**config.mk**
```make
export PLATFORM = sky130hd
export DESIGN_NAME = filter_window_sequencer
export DESIGN_NICKNAME = d
export VERILOG_FILES = /design/src/rtl/filter_pkg.sv /design/src/rtl/window_addr_gen.sv /design/src/rtl/filter_window_sequencer.sv
export SDC_FILE = /design/constraint.sdc
export NUM_CORES = 1
export LEC_CHECK = 0
export ABC_AREA = 0
export CORE_MARGIN = 5
export CORE_UTILIZATION = 59
export CTS_CLUSTER_SIZE = 24
export DETAILED_ROUTE_END_ITERATION = 10
export PLACE_DENSITY = 0.91
export SLEW_MARGIN = 10
export SYNTH_ARGS = -nofsm -noshare
export SYNTH_HDL_FRONTEND = slang
export SYNTH_SLANG_ARGS = --single-unit
```
**constraint.sdc**
```tcl
create_clock -name clk -period 25.6 [get_ports clk]
set_clock_uncertainty 0.15 [all_clocks]
set_input_delay 3.84 -clock clk [delete_from_list [all_inputs] [get_ports clk]]
set_output_delay 3.84 -clock clk [all_outputs]
set_load 0.005 [all_outputs]
```
**src/rtl/filter_pkg.sv**
```systemverilog
// Shared definitions for the 3x3 RGB444 window sequencer: slot indices, widths and FSM states.
package filter_pkg;

    localparam int SLOT_W     = 12;
    localparam int NUM_SLOTS  = 9;
    localparam int WIN_W      = SLOT_W * NUM_SLOTS;

    localparam logic [3:0] SLOT_CENTRE    = 4'd0;
    localparam logic [3:0] SLOT_LEFT      = 4'd1;
    localparam logic [3:0] SLOT_RIGHT     = 4'd2;
    localparam logic [3:0] SLOT_UP        = 4'd3;
    localparam logic [3:0] SLOT_DOWN      = 4'd4;
    localparam logic [3:0] SLOT_UPLEFT    = 4'd5;
    localparam logic [3:0] SLOT_UPRIGHT   = 4'd6;
    localparam logic [3:0] SLOT_DOWNLEFT  = 4'd7;
    localparam logic [3:0] SLOT_DOWNRIGHT = 4'd8;

    typedef enum logic [1:0] {
        ST_IDLE,
        ST_FETCH,
        ST_LOAD,
        ST_DRAIN
    } seq_state_t;

    // Slot whose previous value lands in slot s when the window slides one pixel right.
    function automatic logic [3:0] shift_src(input logic [3:0] s);
        case (s)
            SLOT_LEFT:     return SLOT_CENTRE;
            SLOT_UPLEFT:   return SLOT_UP;
            SLOT_DOWNLEFT: return SLOT_DOWN;
            SLOT_CENTRE:   return SLOT_RIGHT;
            SLOT_UP:       return SLOT_UPRIGHT;
            SLOT_DOWN:     return SLOT_DOWNRIGHT;
            default:       return s;
        endcase
    endfunction

    // Fetch order of the new right column when the window slides.
    function automatic logic [3:0] reuse_slot(input logic [3:0] idx);
        case (idx)
            4'd0:    return SLOT_UPRIGHT;
            4'd1:    return SLOT_RIGHT;
            default: return SLOT_DOWNRIGHT;
        endcase
    endfunction

endpackage

```
**src/rtl/window_addr_gen.sv**
```systemverilog
// Combinational map from (x, y, window slot) to a linear pixel address with edge clamping.
module window_addr_gen
    import filter_pkg::*;
#(
    parameter int IMG_W  = 160,
    parameter int IMG_H  = 120,
    parameter int ADDR_W = 15,
    parameter int X_W    = $clog2(IMG_W),
    parameter int Y_W    = $clog2(IMG_H)
) (
    input  logic [X_W-1:0]    x,
    input  logic [Y_W-1:0]    y,
    input  logic [3:0]        slot,
    output logic [ADDR_W-1:0] addr
);

    logic go_left, go_right, go_up, go_down;
    logic [X_W-1:0] nx;
    logic [Y_W-1:0] ny;

    always_comb begin
        go_left  = (slot == SLOT_LEFT)  || (slot == SLOT_UPLEFT)   || (slot == SLOT_DOWNLEFT);
        go_right = (slot == SLOT_RIGHT) || (slot == SLOT_UPRIGHT)  || (slot == SLOT_DOWNRIGHT);
        go_up    = (slot == SLOT_UP)    || (slot == SLOT_UPLEFT)   || (slot == SLOT_UPRIGHT);
        go_down  = (slot == SLOT_DOWN)  || (slot == SLOT_DOWNLEFT) || (slot == SLOT_DOWNRIGHT);

        // A neighbour off the frame edge falls back to the edge pixel itself.
        nx = x;
        if (go_left && (x != '0))
            nx = x - 1'b1;
        if (go_right && (x != X_W'(IMG_W - 1)))
            nx = x + 1'b1;

        ny = y;
        if (go_up && (y != '0))
            ny = y - 1'b1;
        if (go_down && (y != Y_W'(IMG_H - 1)))
            ny = y + 1'b1;

        addr = ADDR_W'(ny) * ADDR_W'(IMG_W) + ADDR_W'(nx);
    end

endmodule

```
**src/rtl/filter_window_sequencer.sv**
```systemverilog
// Walks a frame in raster order, presents each 3x3 window to the filter and writes the result back.
// Define SEQ_WINDOW_REUSE_EN to slide the window and fetch only the new right column when x > 0.
module filter_window_sequencer
    import filter_pkg::*;
#(
    parameter int IMG_W      = 160,
    parameter int IMG_H      = 120,
    parameter int ADDR_W     = 15,
    parameter int FILTER_LAT = 4
) (
    input  logic              clk,
    input  logic              reset,
    input  logic              start,
    output logic              busy,
    output logic              done,
    output logic [ADDR_W-1:0] src_addr,
    input  logic [SLOT_W-1:0] src_rdata,
    output logic [WIN_W-1:0]  win_data,
    input  logic [SLOT_W-1:0] filt_in,
    output logic [ADDR_W-1:0] dst_addr,
    output logic [SLOT_W-1:0] dst_wdata,
    output logic              dst_we
);

    localparam int X_W = $clog2(IMG_W);
    localparam int Y_W = $clog2(IMG_H);
`ifdef SEQ_WINDOW_REUSE_EN
    localparam bit REUSE = 1'b1;
`else
    localparam bit REUSE = 1'b0;
`endif

    seq_state_t        state_reg;
    logic [X_W-1:0]    x_reg;
    logic [Y_W-1:0]    y_reg;
    logic [3:0]        fetch_idx_reg;
    logic              rd_valid_reg;
    logic [3:0]        rd_slot_reg;
    logic              busy_reg;
    logic              done_reg;

    logic              short_fetch;
    logic              last_fetch;
    logic              last_col;
    logic              last_pixel;
    logic              slide_next;
    logic              load_fire;
    logic [3:0]        issue_slot;

    logic [SLOT_W-1:0] new_win [NUM_SLOTS];
    logic [FILTER_LAT-1:0] vld_pipe;
    logic [ADDR_W-1:0] addr_pipe [FILTER_LAT];

    always_comb begin
        short_fetch = REUSE && (x_reg != '0);
        last_fetch  = short_fetch ? (fetch_idx_reg == 4'd2) : (fetch_idx_reg == 4'd8);
        issue_slot  = SLOT_CENTRE;
        if (state_reg == ST_FETCH)
            issue_slot = short_fetch ? reuse_slot(fetch_idx_reg) : fetch_idx_reg;
        last_col    = (x_reg == X_W'(IMG_W - 1));
        last_pixel  = last_col && (y_reg == Y_W'(IMG_H - 1));
        slide_next  = REUSE && !last_col;
        load_fire   = (state_reg == ST_LOAD);
    end

    // Outside FETCH the generator points at the centre pixel, which is the destination address at LOAD.
    window_addr_gen #(
        .IMG_W  (IMG_W),
        .IMG_H  (IMG_H),
        .ADDR_W (ADDR_W),
        .X_W    (X_W),
        .Y_W    (Y_W)
    ) u_addr_gen (
        .x    (x_reg),
        .y    (y_reg),
        .slot (issue_slot),
        .addr (src_addr)
    );

    always_ff @(posedge clk or posedge reset) begin
        if (reset) begin
            state_reg     <= ST_IDLE;
            x_reg         <= '0;
            y_reg         <= '0;
            fetch_idx_reg <= '0;
            rd_valid_reg  <= 1'b0;
            rd_slot_reg   <= '0;
            busy_reg      <= 1'b0;
            done_reg      <= 1'b0;
        end else begin
            done_reg     <= 1'b0;
            rd_valid_reg <= (state_reg == ST_FETCH);
            rd_slot_reg  <= issue_slot;
            case (state_reg)
                ST_IDLE: begin
                    if (start) begin
                        state_reg     <= ST_FETCH;
                        x_reg         <= '0;
                        y_reg         <= '0;
                        fetch_idx_reg <= '0;
                        busy_reg      <= 1'b1;
                    end
                end
                ST_FETCH: begin
                    if (last_fetch) begin
                        state_reg     <= ST_LOAD;
                        fetch_idx_reg <= '0;
                    end else begin
                        fetch_idx_reg <= fetch_idx_reg + 4'd1;
                    end
                end
                ST_LOAD: begin
                    if (last_pixel) begin
                        state_reg <= ST_DRAIN;
                    end else begin
                        state_reg <= ST_FETCH;
                        if (last_col) begin
                            x_reg <= '0;
                            y_reg <= y_reg + 1'b1;
                        end else begin
                            x_reg <= x_reg + 1'b1;
                        end
                    end
                end
                ST_DRAIN: begin
                    // Only the final window is in flight here, so its write ends the frame.
                    if (dst_we) begin
                        state_reg <= ST_IDLE;
                        busy_reg  <= 1'b0;
                        done_reg  <= 1'b1;
                    end
                end
                default: state_reg <= ST_IDLE;
            endcase
        end
    end

    // Per-slot staging register filled by returning reads, and the window register shown to the filter.
    for (genvar gi = 0; gi < NUM_SLOTS; gi++) begin : g_slot
        localparam logic [3:0] SLOT = 4'(gi);
        localparam logic [3:0] SRC  = shift_src(SLOT);

        logic [SLOT_W-1:0] stage_reg;
        logic [SLOT_W-1:0] win_reg;
        logic              hit;

        assign hit         = rd_valid_reg && (rd_slot_reg == SLOT);
        assign new_win[gi] = hit ? src_rdata : stage_reg;

        always_ff @(posedge clk or posedge reset) begin
            if (reset) begin
                stage_reg <= '0;
                win_reg   <= '0;
            end else if (load_fire) begin
                win_reg   <= new_win[gi];
                stage_reg <= slide_next ? new_win[SRC] : new_win[gi];
            end else if (hit) begin
                stage_reg <= src_rdata;
            end
        end

        assign win_data[WIN_W-1-gi*SLOT_W -: SLOT_W] = win_reg;
    end

    // Write token and destination address travel together through a FILTER_LAT-deep pipe.
    for (genvar gi = 0; gi < FILTER_LAT; gi++) begin : g_wr_pipe
        logic              vld_reg;
        logic [ADDR_W-1:0] addr_reg;

        if (gi == 0) begin : g_head
            always_ff @(posedge clk or posedge reset) begin
                if (reset) begin
                    vld_reg  <= 1'b0;
                    addr_reg <= '0;
                end else begin
                    vld_reg <= load_fire;
                    if (load_fire)
                        addr_reg <= src_addr;
                end
            end
        end else begin : g_tail
            always_ff @(posedge clk or posedge reset) begin
                if (reset) begin
                    vld_reg  <= 1'b0;
                    addr_reg <= '0;
                end else begin
                    vld_reg  <= vld_pipe[gi-1];
                    addr_reg <= addr_pipe[gi-1];
                end
            end
        end

        assign vld_pipe[gi]  = vld_reg;
        assign addr_pipe[gi] = addr_reg;
    end

    assign busy      = busy_reg;
    assign done      = done_reg;
    assign dst_we    = vld_pipe[FILTER_LAT-1];
    assign dst_addr  = addr_pipe[FILTER_LAT-1];
    assign dst_wdata = dst_we ? filt_in : '0;

endmodule
```
# Word level (Yosys, flattened, before mapping)
# Index checks and enable logic that the tools add are counted.
# W data, S select, Z words.
[word_totals] regBits=308 latchBits=0 mem_bits_rw=0 rom_bits=0 output_inout_bits=153 word_cells=140 n_memories=0
[classes] n_addsub=6 multipliers=1 div_mod_pow=0 order_cmp=0 eq_ne=29 n_shift=0 mux=36 bitwise_logic=0 n_reduce_logical=34
[ops] cell="$mux W12" count=10
[ops] cell="$mux W8" count=5
[ops] cell="$mux W7" count=5
[ops] cell="$eq A4 B3 Y1 const B" count=8
[ops] cell="$eq A4 B2 Y1 const B" count=4
[ops] cell="$pmux W8 S2" count=1
[ops] cell="$add A15 B8 Y15" count=1
[ops] cell="$logic_and A1 B1 Y1" count=14
[ops] cell="$pmux W7 S2" count=1
[ops] cell="$eq A4 B4 Y1 const B" count=3
[ops] cell="$mux W4" count=3
[ops] cell="$mul A7 B3 Y10 const B" count=1
[ops] cell="$ne A2 B2 Y1 const B" count=5
[ops] cell="$reduce_and A3 Y1" count=3
[ops] cell="$add A8 B1 Y8 const B" count=1
[ops] cell="$eq A4 B1 Y1 const B" count=2
[ops] cell="$eq A8 B8 Y1 const B" count=1
[ops] cell="$logic_or A1 B1 Y1" count=8
[ops] cell="$mux W2" count=4
[ops] cell="$ne A8 B8 Y1 const B" count=1
[ops] cell="$pmux W2 S4" count=1
[ops] cell="$pmux W4 S2" count=1
[ops] cell="$reduce_bool A8 Y1" count=1
[ops] cell="$sub A8 B1 Y8 const B" count=1
[ops] cell="15 further kinds" count=21

# Logic depth before layout (Yosys ltp)
[depth] depth_word=10 depth_mapped=17

# By module
# A second synthesis with hierarchy kept.
[hier_totals] cells_unflattened=886 hier_area_um2=12508.2
[modules_own_cells] module="filter_window_sequencer" n_inst=1 cells_per_inst=734 area_per_inst_um2=11362.1 seq_area_each_um2=7707.4
[modules_own_cells] module="window_addr_gen" n_inst=1 cells_per_inst=152 area_per_inst_um2=1146.1 seq_area_each_um2=0.0

# Least setup slack after synthesis
# Ideal clock, no wire load.
[synth_path] kind="flip-flop to output port" from="reg y_reg[0]" to="out src_addr[14]" arrival_ns=4.028 t_required_ns=21.610 path_slack_ns=17.582 path_stages_with_launch=16 path_buffers=1 path_cell_list="dfrtp_1 -> ha_1 -> and4b_1 -> nand3_1 -> nor3b_1 -> inv_1 -> o21ai_0 -> xor2_1 -> ha_1 -> ha_1 -> fa_1 -> xor2_1 -> nand3_1 -> or4_1 -> clkbuf_1 -> o311ai_0"
[synth_via] elab_chain_cells=6 word_cells_on_any_way=10
[synth_lines] item="start: declaration" line_no="filter_window_sequencer.sv:35" source="logic [Y_W-1:0] y_reg;"
[synth_lines] item="start signal: assignment" line_no="filter_window_sequencer.sv:119" source="y_reg <= y_reg + 1'b1;"
[synth_lines] item="parallel branches: the longest is 3 deep, another holds $sub A7 B1 Y7"
[synth_lines] item="$mux W7 *" line_no="window_addr_gen.sv:37" source="if (go_down && (y != Y_W'(IMG_H - 1)))"
[synth_lines] item="$mul A7 B3 Y10 *" line_no="window_addr_gen.sv:40" source="addr = ADDR_W'(ny) * ADDR_W'(IMG_W) + ADDR_W'(nx);"
[synth_lines] item="$add A15 B8 Y15 *" line_no="window_addr_gen.sv:40"
[synth_lines] item="end: declaration" line_no="filter_window_sequencer.sv:16" source="output logic [ADDR_W-1:0] src_addr,"
# Every way passes the cells marked *.

# Worst setup path in the final report
# Same ends and word-level chain as after synthesis.

==> flow_summary.ini <==
[setup_path]
worst_setup_path_start_kind = flip-flop
arrival_ps = 5520
critical_path_class = reg -> out
critical_path_required_ps = 21610
cp_max_fo = 8
cp-startpoint = y_reg[0]
crit-reg2reg-launch = y_reg[0]
crit_path_end_kind = output pin

[global_routing]
grt_antenna_before_repair = 0
grt_overflow = 0
grt_usage = 0.245
grt_pass1_vias = 9288
grt_max_degree = 153
grt_pass1_wl_um = 47700

[cells_and_area]
num-fill-cells = 1344
num-nets-final = 1327
syn_to_final_growth_pct = 24.1
layout-drive-gt1-share = 0.137
final_common_cell = nand2_1
num_antenna_cells = 0
mostFrequentLayoutCells = nand2_1, dfrtp_1, clkdlybuf4s50_1

[die]
initial_core_util = 0.596
dieWidth_um = 155
core_mm2 = 0.0209
die_y_um = 155
io_pins = 180
num_rows = 53
fp.dieArea_mm2 = 0.0241

[synthesis]
ys_types = 58
synth_area_mm2 = 0.0125
synth_ff_type = dfrtp_1
async_flop_share = 1.00
syn-num-nets = 1165
synth_seq_area_share = 0.619
postSynthCellCount = 1115
synth.top_cells.by_area = dfrtp_1, nand2_1, mux2_2
yosys.area.top_type = dfrtp_1
netlist.area_leader.share = 0.619
synth_edf_count = 0
ys_warn_count = 0
syn_area_per_cell_um2 = 11.2
ys_ff_latch = 308

[place]
routabilityCongestion = 0.880
io_buffers = 179
dpl.hpwl_um = 18800

[pwr]
leakage_uw = 0.00745
power_density_mw_per_mm2 = 121
vdd_drop_max_uv = 80.7

[timing]
finalSetupViolCount = 0
whs_ps = 195
rsz0062_at_grt = false
worstMarginPinSlew_ps = 1090
drv_slew = 0
fin_crit_ps = 9510
max_slew_margin = 0.270
fmax_mhz = 105
finalCritPeriodShare = 0.372
finalSetupTns_ps = 0
final-hold-violation-count = 0

[clock_tree]
cts_root_buffer = clkbuf_16
clockBufferDepth = 3
post_cts_resized = 0
cts_made_buffers = 30
clkTransAtPathRegs_ps = 60
h-tree-depth = 1
cts_setup_buffers = 0
cts_sinks = 308
insertion_delay_ps = 570
cts_tree = built
cts_hold_buf = 0

[routing]
avgRoutedWirePerCell_um = 18.7
detail_route.vias_per_cell = 5.61
vias = 8830
drc_errors = 0
ant_nets = 0
wirelength_um = 29500
drt_first_pass_iters = 5
drt_iter0_markers = 716

[job]
cap_violations = 0

[hold_path]
hp-start = g_wr_pipe[2].vld_reg
hold_class = reg -> reg

[status]
status = finished, final reports clean
where the power goes:
group	internal [uW]	leakage, uW	switching (uW)	total [uW]
registers	683	0.00393	111	793
logic	325	0.00302	305	629
clock network	264	0.000501	185	449
total	1270	0.00745	600	1870
worst max-delay path, stage by stage, from the launching register on:
cell,delay (ps)
dfrtp_1,460
ha_1,290
and4b_1,200
nand3_1,160
nor3b_1,510
inv_1,140
o21ai_0,230
xor2_1,220
ha_1,270
ha_1,240
fa_1,410
xor2_1,310
nand3_1,110
or4_1,530
o311ai_0,350
clkdlybuf4s50_1,560
kinds of logic (layout without fill, tap and decap cells):
family,after synthesis,count (layout),share of synthesized area
AOI/OAI and AO/OA,80,80,0.0440
xor gates and xnor gates,27,27,0.0207
adders and majority gates,23,23,0.0243
buffers and inverters,72,257,0.0235
DFF,308,308,0.619
muxes,111,111,0.100
and+or+nand+nor,494,494,0.168
metal layers:
layer	routed length [um]	global-route usage	vias up
li1	-	-	3988
met1	11600	0.315	4440
met5	0	0	-
met2	15100	0.428	322
met3	1720	0.0406	80
met4	1040	0.0830	0
through the flow:
stage / cell area, um2 / setup slack (ps) / cells / utilization / total power (uW)
3_5_place_dp: 14400 / 16650 / 1520 / 0.691 / 1420
4_1_cts: 15500 / 16130 / 1575 / 0.740 / 1880
3_3_place_gp: 14400 / 16670 / 1520 / 0.691 / 1380
6_report: 15500 / 16090 / 1575 / 0.740 / 1870
5_1_grt: 15500 / 15640 / 1575 / 0.740 / 1980
2_1_floorplan: 12500 / 13090 / 1115 / - / 1100
synth_stat cells, types with 2 or more instances:
cell        n
nand3b_1    6
nand2b_1    4
o41ai_1     2
inv_1      18
mux2_2    110
a21oi_1     7
or3_1       3
xor2_1     12
nand4b_1    3
xnor2_1    13
o21ai_0    35
or4_1       2
nor2b_1     9
and3_1      7
o311ai_0    2
nor3_1      7
o21bai_1    2
nand3_1    18
a211oi_1    2
ha_1       21
a22o_1      2
a21o_1      4
nand2_1   380
nor3b_1     8
o31ai_1     8
buf_2       9
fa_1        2
nor2_1     21
nand4_1     3
buf_4       3
nor4_1      2
dfrtp_1   308
buf_1       5
a2111o_1    2
clkbuf_1   36
a22oi_1     2
and2_1     16
area by class of cell:
cell class,count,area (um2),area share
multi-input cells,735,4470,0.289
well taps,275,344,0.0223
inverters,19,81.3,0.00526
clock buffers,41,852,0.0551
clock inverters,14,181,0.0117
repair buffers,183,1820,0.118
flip-flops and latches,308,7710,0.498
worst paths after layout:
kind,depth (start not counted),slack (ps),to
min in group asynchronous,2,3790,g_wr_pipe[1].addr_reg[8]
max in group asynchronous,3,19890,g_slot[7].win_reg[8]
min,0,200,dst_we
max,15,16090,src_addr[14]
max reg2reg,15,20770,g_wr_pipe[0].addr_reg[13]
min reg2reg,0,200,dst_we
Power figures use the tool's default switching activity.
==> edit 1: new RTL, config.mk and constraints unchanged <==
Re-encode `seq_state_t` (4 states) as one-hot, 4 bits wide.
--- a/src/rtl/filter_pkg.sv
+++ b/src/rtl/filter_pkg.sv
@@ -15,11 +15,11 @@
     localparam logic [3:0] SLOT_DOWNLEFT  = 4'd7;
     localparam logic [3:0] SLOT_DOWNRIGHT = 4'd8;
 
-    typedef enum logic [1:0] {
-        ST_IDLE,
-        ST_FETCH,
-        ST_LOAD,
-        ST_DRAIN
+    typedef enum logic [3:0] {
+        ST_IDLE  = 4'b0001,
+        ST_FETCH = 4'b0010,
+        ST_LOAD  = 4'b0100,
+        ST_DRAIN = 4'b1000
     } seq_state_t;
 
     // Slot whose previous value lands in slot s when the window slides one pixel right.
Function: same outputs for any inputs over 10 cycles, from zero or initial values and one cycle with reset high; not proved beyond that.
==> edit 1 against the original RTL <==
- die area rose by 0.28%
- register-to-register slack got worse by 330 ps
- sequential share of layout area fell by 0.11 points
- critical path depth did not move
- worst setup slack got worse by 250 ps
- wire length fell by 0.20%
- synthesized area rose by 0.30%
- critical path type unchanged
- sequential cell count rose by 2
- final area rose by 0.90%
Power is not compared: it rests on default switching activity, and its combinational part moved more than twofold at a synthesized area within 25%.
==> edit 1: results (changes against the original RTL) <==
Logic synthesis
  • Seq/Total Area, Yosys: 62.1% (+0.22 points)
  • Syn. warnings: 0 (unchanged)
  • Post-Synthesis Net Count: 1153 (-1.0%)
  • Ranking of synthesized cells by area: dfrtp_1 62%, nand2_1 11%, mux2_2 10%
  • Async S/R FF share, synth: 100% (unchanged)
  • Synth top cells by count: 377 x nand2_1, 309 x dfrtp_1, 112 x mux2_2, 37 x clkbuf_1, 27 x o21ai_0
  • Synth unique cells: 66 (+14%)

Critical path
  • Crit Path Max Fanout: 11 (+3)
  • R2R Setup Slk: 20440 ps (-330 ps)
  • WP data arrival: 5770 ps (+250 ps)

Cells and area
  • Share of layout cells above drive strength 1: 14.4% (+0.75 points)
  • Fill count: 1350 (+0.45%)
  • Inserted Diodes: 0 (unchanged)
  • Final #Nets: 1317 (-0.75%)

Clock tree
  • Post-CTS Resized: 0 (unchanged)
  • Postcts setup bufs: 0 (unchanged)
  • H-tree depth: 1 (unchanged)
  • CTS Buffer Depth: 3 (unchanged)
  • CTS clock-pin slew for the worst setup and hold paths: 60 ps (about the same)
  • CTS Buf Count: 30 (unchanged)
  • Clock Tree Root: clkbuf_16
  • Worst-Skew Late Latency: 550 ps (-20 ps)

Timing
  • Worst slew margin: 24.4% (-2.6 points)

Detailed routing
  • DRT Wirelength: 29.4 mm (-0.20%)
  • Drt initial violations: 648 (-9.5%)
  • Drt first pass iters: 5 (unchanged)
  • DR vias/cell: 5.58 (-0.48%)

Global route
  • Vias in the first global route: 9110 (-1.9%)
  • Antenna violations before repair: 1 (+1)
  • Largest net degree at the start of global routing: 164 (+7.2%)
  • Total Routing Usage GR: 24.7% (+0.12 points)
  • First-pass GRT wire length: 48.1 mm (+0.83%)

Status
  • Status: finished, final reports clean

Placed design
  • GP Congestion: 0.859 (-2.4%)
  • Input/output buffers: 179 (unchanged)
  • Hpwl dp: 18.3 mm (-2.5%)

Power
  • Leak: 0.00722 µW
  • VDD IR max: 86.8 µV

Min path
  • Hold Crit Class: reg2reg
## edit 1: cell count changes after synthesis, moves of 4 or more
cell      delta
o21ai_0      -8
a21oi_1      +5
o211ai_1     +4
nand3_1      -8
buf_2        -5
## edit 1: layout make-up
type	count	area share [%]
repair buffers	182	11.7
multi-input cells	724	28.6
inverters	20	0.545
well taps	275	2.21
flip-flops and latches	310	49.7
clock inverters	18	2.08
clock buffers	34	5.10
## edit 1: critical path, stage by stage (launching register included)
cell	delay (ps)
dfrtp_1	410
or4b_4	650
a2111oi_4	290
o21ai_0	290
nor4_1	350
a21oi_1	110
xnor2_1	180
ha_1	310
ha_1	180
inv_1	60
fa_1	390
xnor2_1	260
or3b_1	410
or4b_2	700
xor2_1	160
clkdlybuf4s50_1	520
## edit 1: power breakdown
group | leakage [µW] | internal [µW] | switching (µW)
Sequential | 0.00368 | 507 | 8.78
Combinational | 0.00301 | 27.6 | 28.4
Clock | 0.000526 | 304 | 188
## edit 1: cells by family (layout without fill, tap and decap cells)
kind of cell | Yosys count | in the layout | share of synthesized area, %
and+or+nand+nor | 478 | 478 | 16.4
DFF | 310 | 310 | 62.1
muxes | 112 | 112 | 10.1
AOI/OAI and AO/OA | 83 | 83 | 4.70
buffers and inverters | 70 | 254 | 2.29
xor gates and xnor gates | 29 | 29 | 2.09
adders and majority gates | 22 | 22 | 2.32
## edit 1: per-layer routing
layer	vias up	routed length (µm)	global-route usage, %
met1	4404	11800	32.7
li1	3949	-	-
met3	68	1860	4.34
met4	0	857	7.63
met2	300	14900	42.1
met5	-	0	0
## edit 1: worst paths after layout
kind,cells past startpoint,to,startpoint
min reg2reg,0,dst_addr[1],g_wr_pipe[2].addr_reg[1]
max,15,src_addr[13],state_reg[3]
min,0,dst_addr[1],g_wr_pipe[2].addr_reg[1]
max in group asynchronous,3,fetch_idx_reg[0],reset
max reg2reg,15,g_wr_pipe[0].addr_reg[13],state_reg[3]
min in group asynchronous,2,g_wr_pipe[0].addr_reg[12],reset
## edit 1: per-stage QoR
stage / hold WS [ps] / cells / setup WS [ps] / instance area, µm²
2_1_floorplan: 181 / 1104 / 13040 / 12500
3_3_place_gp: 182 / 1511 / 16560 / 14500
3_5_place_dp: 185 / 1511 / 16440 / 14500
4_1_cts: 196 / 1563 / 15850 / 15600
5_1_grt: 198 / 1563 / 15450 / 15600
6_report: 194 / 1563 / 15840 / 15600
==> edit 2: new RTL, same flow settings <==
Made on the original files. Set the parameter `FILTER_LAT` to 2 (it was 4).
--- a/src/rtl/filter_window_sequencer.sv
+++ b/src/rtl/filter_window_sequencer.sv
@@ -6,7 +6,7 @@
     parameter int IMG_W      = 160,
     parameter int IMG_H      = 120,
     parameter int ADDR_W     = 15,
-    parameter int FILTER_LAT = 4
+    parameter int FILTER_LAT = 2
 ) (
     input  logic              clk,
     input  logic              reset,
Formal check against the unedited RTL: no difference found for any inputs over 10 cycles, from zero or initial values and one cycle with reset high; that may be too few to reach the edited logic, so the function may still have changed.
==> edit 2 against the original RTL <==
- synthesized area decreased by 7.4%
- critical path type unchanged
- combinational power up 17%
- worst setup slack improved by 8.4 ps
- sequential cell count down 32
- final area fell by 7.1%
- largest cell class unchanged
- wire length shrank 1.7%
- largest power group is now combinational cells
- total power shrank 1.2%
==> edit 2: results (changes against the original RTL) <==
Placed design
  • Dpl ws: 16640 ps (-1.30 ps)
  • Input/output buffers: 179 (unchanged)
  • Inst Count DP: 1457 (-4.1%)
  • Hpwl dp: 18.7 mm (-0.74%)
  • Post-DP Area: 13500 µm² (-6.4%)
  • GP Congestion: 0.865 (-1.6%)

Detailed routing
  • DR vias/cell: 5.64 (+0.65%)
  • Total number of vias: 8487 (-3.9%)
  • DRT Wirelength: 28.9 mm (-1.7%)
  • Drt initial violations: 496 (-31%)

Logic synthesis
  • Compound-Gate Fraction of Synth Area: 4.88% (+0.48 points)
  • Synth top cells by count: 370 x nand2_1, 276 x dfrtp_1, 114 x mux2_2, 43 x clkbuf_1, 32 x o21ai_0
  • Synth Area per Inst: 10.9 µm² (-2.7%)
  • Ranking of synthesized cells by area: dfrtp_1 60%, nand2_1 12%, mux2_2 11%
  • Post-Synthesis Net Count: 1113 (-4.5%)
  • Seq/Total Area, Yosys: 59.9% (-2.0 points)
  • Post-Synth XOR/XNOR Area: 1.82% (-0.25 points)
  • Adder-Cell Fraction of Synth Area: 2.73% (+0.30 points)
  • Post-synthesis mux area share: 11.3% (+1.3 points)

Status
  • Status: finished, final reports clean

Clock tree
  • Clock Tree Root: clkbuf_16
  • CTS Buf Count: 27 (-10%)
  • Worst-Skew Late Latency: 520 ps (-50 ps)

Critical path
  • R2R Setup Slk: 20700 ps (-70 ps)
  • Worst Setup EP: src_addr[13]
  • CP max stage delay: 530 ps (-30 ps)
  • Register-to-Register Path Depth: 14 (-1)
  • Crit Path Max Fanout: 12 (+4)
  • Reg2Reg Launch Point: state_reg[1]

Min path
  • Min-Delay Endpoint: dst_we
  • Worst hold stages: 0 (unchanged)
  • Hold_sp: g_wr_pipe[0].vld_reg

Global route
  • Largest net degree at the start of global routing: 126 (-18%)
  • Vias in the first global route: 8886 (-4.3%)
  • Total Routing Usage GR: 26.2% (+1.6 points)
  • First-pass GRT wire length: 46.8 mm (-1.9%)
  • Antenna violations before repair: 0 (unchanged)

Timing
  • Hold_ws: 215 ps (+19.6 ps)
  • Worst Max-Slew Pin Slew: 1180 ps (+86.3 ps)
  • Highest Clock Rate: 105 MHz (about the same)

Cells and area
  • Fill count: 1270 (-5.5%)
  • Final #Nets: 1272 (-4.1%)
  • Share of layout cells above drive strength 1: 14.0% (+0.27 points)

Power
  • Leak: 0.00687 µW (-7.8%)
[edit 2: cell types whose count changed after synthesis, moves of 4 or more]
cell      unedited run  this run
mux2_2             110       114
nor2b_1              9         5
nand2_1            380       370
nand3_1             18        12
nor3b_1              8         4
dfrtp_1            308       276
clkbuf_1            36        43
buf_2                9         3
nor2_1              21        26
o32ai_1              1         5
[edit 2: final cells by class]
cell class	count	area, µm²	area share (%)
clock buffer	40	805	5.60
clock inverter	7	48.8	0.340
inverter	19	81.3	0.566
multi-input combinational	714	4360	30.4
sequential	276	6910	48.1
tap	265	332	2.31
timing repair buffer	183	1820	12.7
[edit 2: layer usage]
layer  global-route usage (%)  wire (µm)  up-vias
met5                        0          0        -
met2                     43.1      14100      361
li1                         -          -     3816
met3                     6.09       2360       82
met1                     34.5      11500     4228
met4                     9.10        979        0
[edit 2: power breakdown]
part	switching (µW)	leakage [µW]	internal, µW
Sequential	112	0.00351	619
Combinational	360	0.00294	378
Clock	163	0.000421	217
